`src/rtl/raiz_ctrl.sv`:
```
// Sequencing controller for a restoring square-root datapath.
// Issues load/shift/add strobes and counts root-bit iterations down to zero.
//
// state | meaning
// ------+------------------------------------------------------------
// IDLE  | waiting for init; all strobes low, iter holds its last value
// LOAD  | clear root and load radicand into the datapath
// SHIFT | move the next two radicand bits into the remainder
// CHECK | trial remainder settles; neg selects restore or commit
// ADD   | commit trial remainder and set the root LSB
// NEXT  | count the iteration off; finish or start the next one
// DONE  | one-cycle completion pulse, then back to IDLE
module raiz_ctrl #(
  parameter int WIDTH = 16,
  parameter int ITER  = WIDTH / 2
) (
  input  logic                  clk,
  input  logic                  rst,
  input  logic                  init,
  input  logic                  neg,
  output logic                  load,
  output logic                  shift,
  output logic                  add,
  output logic                  busy,
  output logic                  done,
  output logic [$clog2(ITER):0] iter
);

  localparam int IW = $clog2(ITER) + 1;
  localparam logic [IW-1:0] ITER_INIT = IW'(ITER);
  localparam logic [IW-1:0] ONE       = IW'(1);

  typedef enum logic [2:0] {
    IDLE  = 3'd0,
    LOAD  = 3'd1,
    SHIFT = 3'd2,
    CHECK = 3'd3,
    ADD   = 3'd4,
    NEXT  = 3'd5,
    DONE  = 3'd6
  } state_t;

  state_t state;

  // Outputs are registered alongside the state so they reflect the state
  // being entered and stay flat for the whole cycle.
  always_ff @(posedge clk) begin
    if (rst) begin
      state <= IDLE;
      iter  <= '0;
      load  <= 1'b0;
      shift <= 1'b0;
      add   <= 1'b0;
      busy  <= 1'b0;
      done  <= 1'b0;
    end else begin
      load  <= 1'b0;
      shift <= 1'b0;
      add   <= 1'b0;
      done  <= 1'b0;
      busy  <= 1'b1;
      case (state)
        IDLE: begin
          if (init) begin
            state <= LOAD;
            load  <= 1'b1;
          end else begin
            busy  <= 1'b0;
          end
        end
        LOAD: begin
          iter  <= ITER_INIT;
          state <= SHIFT;
          shift <= 1'b1;
        end
        SHIFT: begin
          state <= CHECK;
        end
        CHECK: begin
          if (neg) begin
            state <= NEXT;
          end else begin
            state <= ADD;
            add   <= 1'b1;
          end
        end
        ADD: begin
          state <= NEXT;
        end
        NEXT: begin
          // iter of 0 can only appear after a corrupted count; treat it as
          // the last iteration rather than wrapping.
          if (iter <= ONE) begin
            iter  <= '0;
            state <= DONE;
            done  <= 1'b1;
          end else begin
            iter  <= iter - ONE;
            state <= SHIFT;
            shift <= 1'b1;
          end
        end
        DONE: begin
          state <= IDLE;
          busy  <= 1'b0;
        end
        default: begin
          state <= IDLE;
          busy  <= 1'b0;
        end
      endcase
    end
  end

endmodule
```
`config.mk`:
```
export PLATFORM = sky130hd
export DESIGN_NAME = raiz_ctrl
export DESIGN_NICKNAME = d
export VERILOG_FILES = /design/src/rtl/raiz_ctrl.sv
export SDC_FILE = /design/constraint.sdc
export NUM_CORES = 1
export LEC_CHECK = 0
export ABC_AREA = 1
export CORE_AREA = 2 2 39 41
export DETAILED_ROUTE_END_ITERATION = 8
export DIE_AREA = 0 0 41 43
export GPL_TIMING_DRIVEN = 0
export HOLD_SLACK_MARGIN = 0.02
export PLACE_DENSITY = 0.76
export SLEW_MARGIN = 0
export SYNTH_ARGS = -nofsm -noshare
export SYNTH_HDL_FRONTEND = slang
export SYNTH_SLANG_ARGS = --single-unit
```
`constraint.sdc`:
```
create_clock -name clk -period 1.6 [get_ports clk]
set_input_delay 0.4 -clock clk [delete_from_list [all_inputs] [get_ports clk]]
set_output_delay 0.4 -clock clk [all_outputs]
set_load 0.02 [all_outputs]
```
==> flow_metrics.env, run 1 <==
export IMPL_place_inst=104
export IMPL_final_common_cell="nand2_1"
export IMPL_drive_gt1_frac=0.109
export IMPL_critPathMaxStageDelay_ns=0.40
export IMPL_clkLatencyLatePin_ns=0.27
export IMPL_antennaDiodeCount=0
export IMPL_period_share=0.886
export IMPL_die_area_um2=1760
export IMPL_cts_buffer_depth=2
export IMPL_status="completed"
export IMPL_drcViolationCount=0
export IMPL_cts_tree="done"
export IMPL_cp_arrival_ns=1.02
export IMPL_die_h_um=43
export IMPL_antenna_found_initial=0
export IMPL_grt_overflow_total=0
export IMPL_ant_nets=0
export IMPL_core_area_um2=1380
export IMPL_p_leak_nw=0.408
export IMPL_final_max_slew_violation_count=0
export IMPL_grt_max_degree=9
export IMPL_cp_slowest_cell="dfxtp_1"
export IMPL_start_util=0.406
export IMPL_cp_max_fo=6
export IMPL_final_cells=108
export IMPL_critPathLaunchType="flop"
export IMPL_final_cell_mix="15 x nand2_1, 12 x dfxtp_1, 11 x nor2_1, 10 x inv_1, 6 x a21oi_1"
export IMPL_grt_pass1_vias=409
export IMPL_ys_types=18
export IMPL_post_drt_wl_per_cell_um=8.96
export IMPL_met2_usage=0.200
export IMPL_min_period_ns=1.42
export IMPL_vias_per_cell=4.56
export IMPL_place_ws_ns=0.196
export IMPL_yosysWarnings=0
export IMPL_cts_made_buffers=3
export IMPL_grt_setup_unrepaired="false"
export IMPL_r2r_slack_ns=0.39
export IMPL_grt_pass1_wl_um=1680
export IMPL_fin_ws_ns=0.182
export IMPL_cp_cell_sequence="dlygate4sd2_1"
export IMPL_tns_ns=0
export IMPL_dp_hpwl_um=774
export IMPL_drt_iter0_markers=2
export IMPL_worstReg2RegStart="iter[0]"
export IMPL_gp_congestion=0.764
export IMPL_hold_start="rst"
export IMPL_io_pins=13
export IMPL_postLayoutCellArea_um2=736
export IMPL_syn_area_um2=562
export IMPL_die_w_um=41
export IMPL_io_buffers=11
export IMPL_fin_worst_skew_ns=0.00357
export IMPL_final_core_util=0.532
export IMPL_hold_worst_slack_ns=0.466
export IMPL_power_mw=0.744
export IMPL_cts_sinks=12
export IMPL_grt_util_all_layers=0.139
export IMPL_nets=100
export IMPL_synthCells=77
export IMPL_routed_wl_um=968
export IMPL_path_buf_inv=1
export IMPL_ir_worst_vdd_mv=0.640
export IMPL_worst_slew_pin_slew_ns=0.333
export IMPL_crit_cells=1
export IMPL_setup_violations=0
export IMPL_relSlewSlack=0.778
export IMPL_crit_family="flip-flops"
export IMPL_synth_nets=84
export IMPL_finalHoldViolations=0
export IMPL_worst_r2r_endpoint="state[2]"
export IMPL_area_growth_syn_to_layout_pct=31.0
export IMPL_yosysSeqAreaShare=0.428
export IMPL_power_per_cell_area_nw_per_um2=1010
export IMPL_clock_root_buffer="clkbuf_4"
export IMPL_clk_pin_slew_ns=0.07
export IMPL_firstDrtPassIters=2
export IMPL_use_met1=0.184
export IMPL_dpl_cell_area_um2=692
export IMPL_grtUsageMet3=0.0314
export IMPL_r2r_cells=8
export IMPL_synth_area_per_cell_um2=7.30
export IMPL_hold_path_end="load"
export IMPL_grt_busiest_layer="met2"
export IMPL_rows=14
export IMPL_holdCritPathClass="in2reg"
export IMPL_hold_depth=2
export IMPL_ys_seq_elements=12
export IMPL_worstSetupEndpointType="output pin"
export IMPL_crit_type="reg2out"
export IMPL_htree_levels=1
export IMPL_num_vias=492
export IMPL_max_freq_ghz=0.705
export IMPL_cp_required_ns=1.20
export IMPL_drv_cap=0
## kinds of logic after synthesis
family / share of synthesized area
simple gates: 0.327
compound gates: 0.0913
fa+ha+maj: 0.0668
buf+inv: 0.0869
flops: 0.428
## Yosys cell counts
cell type / n / share of area
nand2_1: 15 / 0.10
dfxtp_1: 12 / 0.43
nor2_1: 11 / 0.073
inv_1: 10 / 0.067
a21oi_1: 6 / 0.053
nand3_1: 5 / 0.045
ha_1: 3 / 0.067
o21ai_0: 3 / 0.027
inv_2: 2 / 0.013
nand3b_1: 2 / 0.027
a31oi_1: 1 / 0.011
clkbuf_1: 1 / 0.0067
nand2_2: 1 / 0.011
nand2_4: 1 / 0.020
nor2_2: 1 / 0.011
nor2_4: 1 / 0.020
nor3_1: 1 / 0.0089
nor4_1: 1 / 0.011
## what timing repair did
item / CTS / global route
buffers inserted: 0 / 0
endpoints found under the setup margin: 4 / 5
gates resized for setup: 4 / 5
hold buffers: 0 / 0
## per-layer routing
| metal | part of all wire | vias to the layer above |
|---|---|---|
| met5 | 0 | - |
| met3 | 0.039 | 3 |
| li1 | - | 274 |
| met4 | 0.026 | 0 |
| met1 | 0.46 | 205 |
| met2 | 0.48 | 10 |
## state kept, by name (all words and copies together), names as in the netlist
signal	cells
add	1
shift	1
load	1
iter	4
done	1
state	3
busy	1
## final cells by class
class	count	area, um2
Fill cell	139	648
Multi-Input combinational cell	52	273
Sequential cell	12	240
Timing Repair Buffer	11	118
Inverter	12	45.0
Clock buffer	4	36.3
Tap cell	16	20.0
Buffer	1	3.75
## worst max path at each step
stage,from,to,slack [ns]
floorplan,iter[0],state[2],0.36
global placement,iter[3],iter[3],0.20
detailed placement,iter[2],iter[2],0.20
CTS,load,load,0.001
global route,iter[2],iter[2],0.11
finish,iter[3],iter[3],0.18
## power by group
part | switching, mW | leakage [nW] | internal [mW]
clock network | 0.0979 | 0.0210 | 0.138
registers | 0.0242 | 0.0980 | 0.325
logic | 0.0955 | 0.289 | 0.0630
No activity file was read; power rests on OpenSTA's default activity.
==> run 2, diff against run 1 <==
- ABC_AREA: 1 -> default
- GPL_ROUTABILITY_DRIVEN: default -> 0
- PLACE_DENSITY: 0.76 -> 0.79
==> flow_metrics.env, run 2 <==
export IMPL_cts_made_buffers=3
export IMPL_htree_levels=1
export IMPL_drv_cap=0
export IMPL_p_leak_nw=0.366
export IMPL_power_mw=0.626
export IMPL_place_inst=90
export IMPL_worst_slew_pin_slew_ns=0.336
export IMPL_synth_nets=70
export IMPL_period_share=0.985
export IMPL_cp_required_ns=1.20
export IMPL_cp_max_fo=1
export IMPL_rows=14
export IMPL_yosysWarnings=0
export IMPL_max_freq_ghz=0.635
export IMPL_setup_violations=0
export IMPL_finalHoldViolations=0
export IMPL_drive_gt1_frac=0.156
export IMPL_grt_max_degree=11
export IMPL_cp_cell_sequence="clkdlybuf4s50_1"
export IMPL_core_area_um2=1380
export IMPL_largest_reg_flops=4
export IMPL_clk_pin_slew_ns=0.08
export IMPL_ir_worst_vdd_mv=0.337
export IMPL_ys_types=28
export IMPL_yosysTopAreaCell="dfxtp_1"
export IMPL_routed_wl_um=1090
export IMPL_cts_buffer_depth=2
export IMPL_antennaDiodeCount=0
export IMPL_io_pins=13
export IMPL_grt_pass1_wl_um=1790
export IMPL_grt_util_all_layers=0.153
export IMPL_synth_area_leaders="dfxtp_1 41%, ha_1 6.3%, buf_6 3.8%"
export IMPL_worstSetupEndpointType="output pin"
export IMPL_yosysSeqAreaShare=0.406
export IMPL_path_buf_inv=1
export IMPL_power_per_cell_area_nw_per_um2=835
export IMPL_synth_commonest_cells="12 x dfxtp_1, 6 x nor2_1, 4 x a21oi_1, 4 x nor3_1"
export IMPL_start_util=0.428
export IMPL_clock_root_buffer="clkbuf_4"
export IMPL_critPathMaxStageDelay_ns=0.59
export IMPL_io_buffers=11
export IMPL_final_cell_mix="12 x dfxtp_1, 6 x nor2_1"
export IMPL_die_area_um2=1760
export IMPL_synthCells=63
export IMPL_antenna_found_initial=0
export IMPL_cts_sinks=12
export IMPL_clkLatencyLatePin_ns=0.27
export IMPL_grt_overflow_total=0
export IMPL_drt_iter0_markers=18
export IMPL_final_max_slew_violation_count=0
export IMPL_top_regs="iter: 4 flops, state: 3 flops"
export IMPL_cts_tree="done"
export IMPL_vias_per_cell=5.53
export IMPL_cts_hold_buffers_added=0
export IMPL_syn_area_um2=592
export IMPL_hold_start="rst"
export IMPL_status="completed"
export IMPL_crit_type="reg2out"
export IMPL_area_growth_syn_to_layout_pct=26.6
export IMPL_final_common_cell="dfxtp_1"
export IMPL_postLayoutCellArea_um2=749
export IMPL_synth_most_common_cell="dfxtp_1"
export IMPL_ant_nets=0
export IMPL_synth_area_per_cell_um2=9.39
export IMPL_holdCritPathClass="in2reg"
export IMPL_fin_worst_skew_ns=0.00573
export IMPL_fill_cells=124
export IMPL_post_drt_wl_per_cell_um=11.7
export IMPL_dp_hpwl_um=791
export IMPL_dpl_cell_area_um2=722
export IMPL_synth_top_area_share=0.406
export IMPL_crit_start="busy"
export IMPL_synth_async_sr_flop_share=0
export IMPL_top_register="iter"
export IMPL_critPathLaunchType="flop"
export IMPL_drcViolationCount=0
export IMPL_grt_setup_unrepaired="false"
export IMPL_worstReg2RegStart="iter[0]"
export IMPL_r2r_slack_ns=0.23
export IMPL_grt_pass1_vias=431
export IMPL_final_cells=93
export IMPL_die_w_um=41
export IMPL_tns_ns=0
export IMPL_firstDrtPassIters=4
export IMPL_post_cts_repair_setup_buffers=0
export IMPL_nets=86
export IMPL_synth_edf_count=0
export IMPL_cp_arrival_ns=1.18
export IMPL_die_h_um=43
export IMPL_relSlewSlack=0.773
export IMPL_synth_flop_cell="dfxtp_1"
export IMPL_num_vias=514
export IMPL_min_period_ns=1.58
export IMPL_cp_slowest_cell="clkdlybuf4s50_1"
export IMPL_ys_seq_elements=12
export IMPL_crit_family="buffers and inverters"
## run 2: report_power, final
part | total (mW) | internal, mW | switching, mW
clock network | 0.186 | 0.0871 | 0.0994
logic | 0.118 | 0.0552 | 0.0631
registers | 0.321 | 0.315 | 0.00616
total | 0.626 | 0.457 | 0.169
## run 2: routing by layer
layer  track usage  up-vias  routed length (um)
li1              -      256                   -
met5             0        -                   0
met2         0.191       21                 496
met3        0.0314        6                  70
met1         0.213      231                 468
met4         0.127        0                  55
## run 2: layout make-up
cell class,instances,area (um2),area share
clock buffer,3,22.5,0.0301
buffer,5,37.5,0.0501
sequential,12,240,0.321
multi-input combinational,44,307,0.409
tap,16,20.0,0.0267
inverter,2,7.51,0.0100
timing repair buffer,11,115,0.154
## run 2: kinds of logic (layout without fill, tap and decap cells)
| family | after synthesis | in the layout | share of synthesized area |
|---|---|---|---|
| AO/OA/AOI/OAI | 14 | 14 | 0.184 |
| adder cells (fa/ha/maj) | 3 | 3 | 0.0634 |
| buffers and inverters | 7 | 21 | 0.0761 |
| flip-flops | 12 | 12 | 0.406 |
| AND/OR/NAND/NOR | 27 | 27 | 0.271 |
## run 2: path summary, 6_finish.rpt
kind | end | depth (start not counted)
hold / removal | shift | 2
setup / recovery | busy | 1
setup reg to reg | iter[3] | 4
hold reg to reg | iter[1] | 2
## run 2: stage by stage
step           hold slack, ns  worst slack [ns]  utilization
3_3_place_gp            0.480             0.146        0.522
2_1_floorplan           0.477             0.168            -
3_5_place_dp            0.481             0.143        0.522
5_1_grt                 0.345           0.00212        0.542
6_report                0.331            0.0241        0.542
4_1_cts                 0.336            0.0128        0.534
## run 2: timing repair
action / in CTS / in global routing
setup endpoints to repair: 4 / 4
gates cloned: 0 / 0
pin swaps: 0 / 0
resized for setup: 4 / 4
hold endpoints to repair: 0 / 0
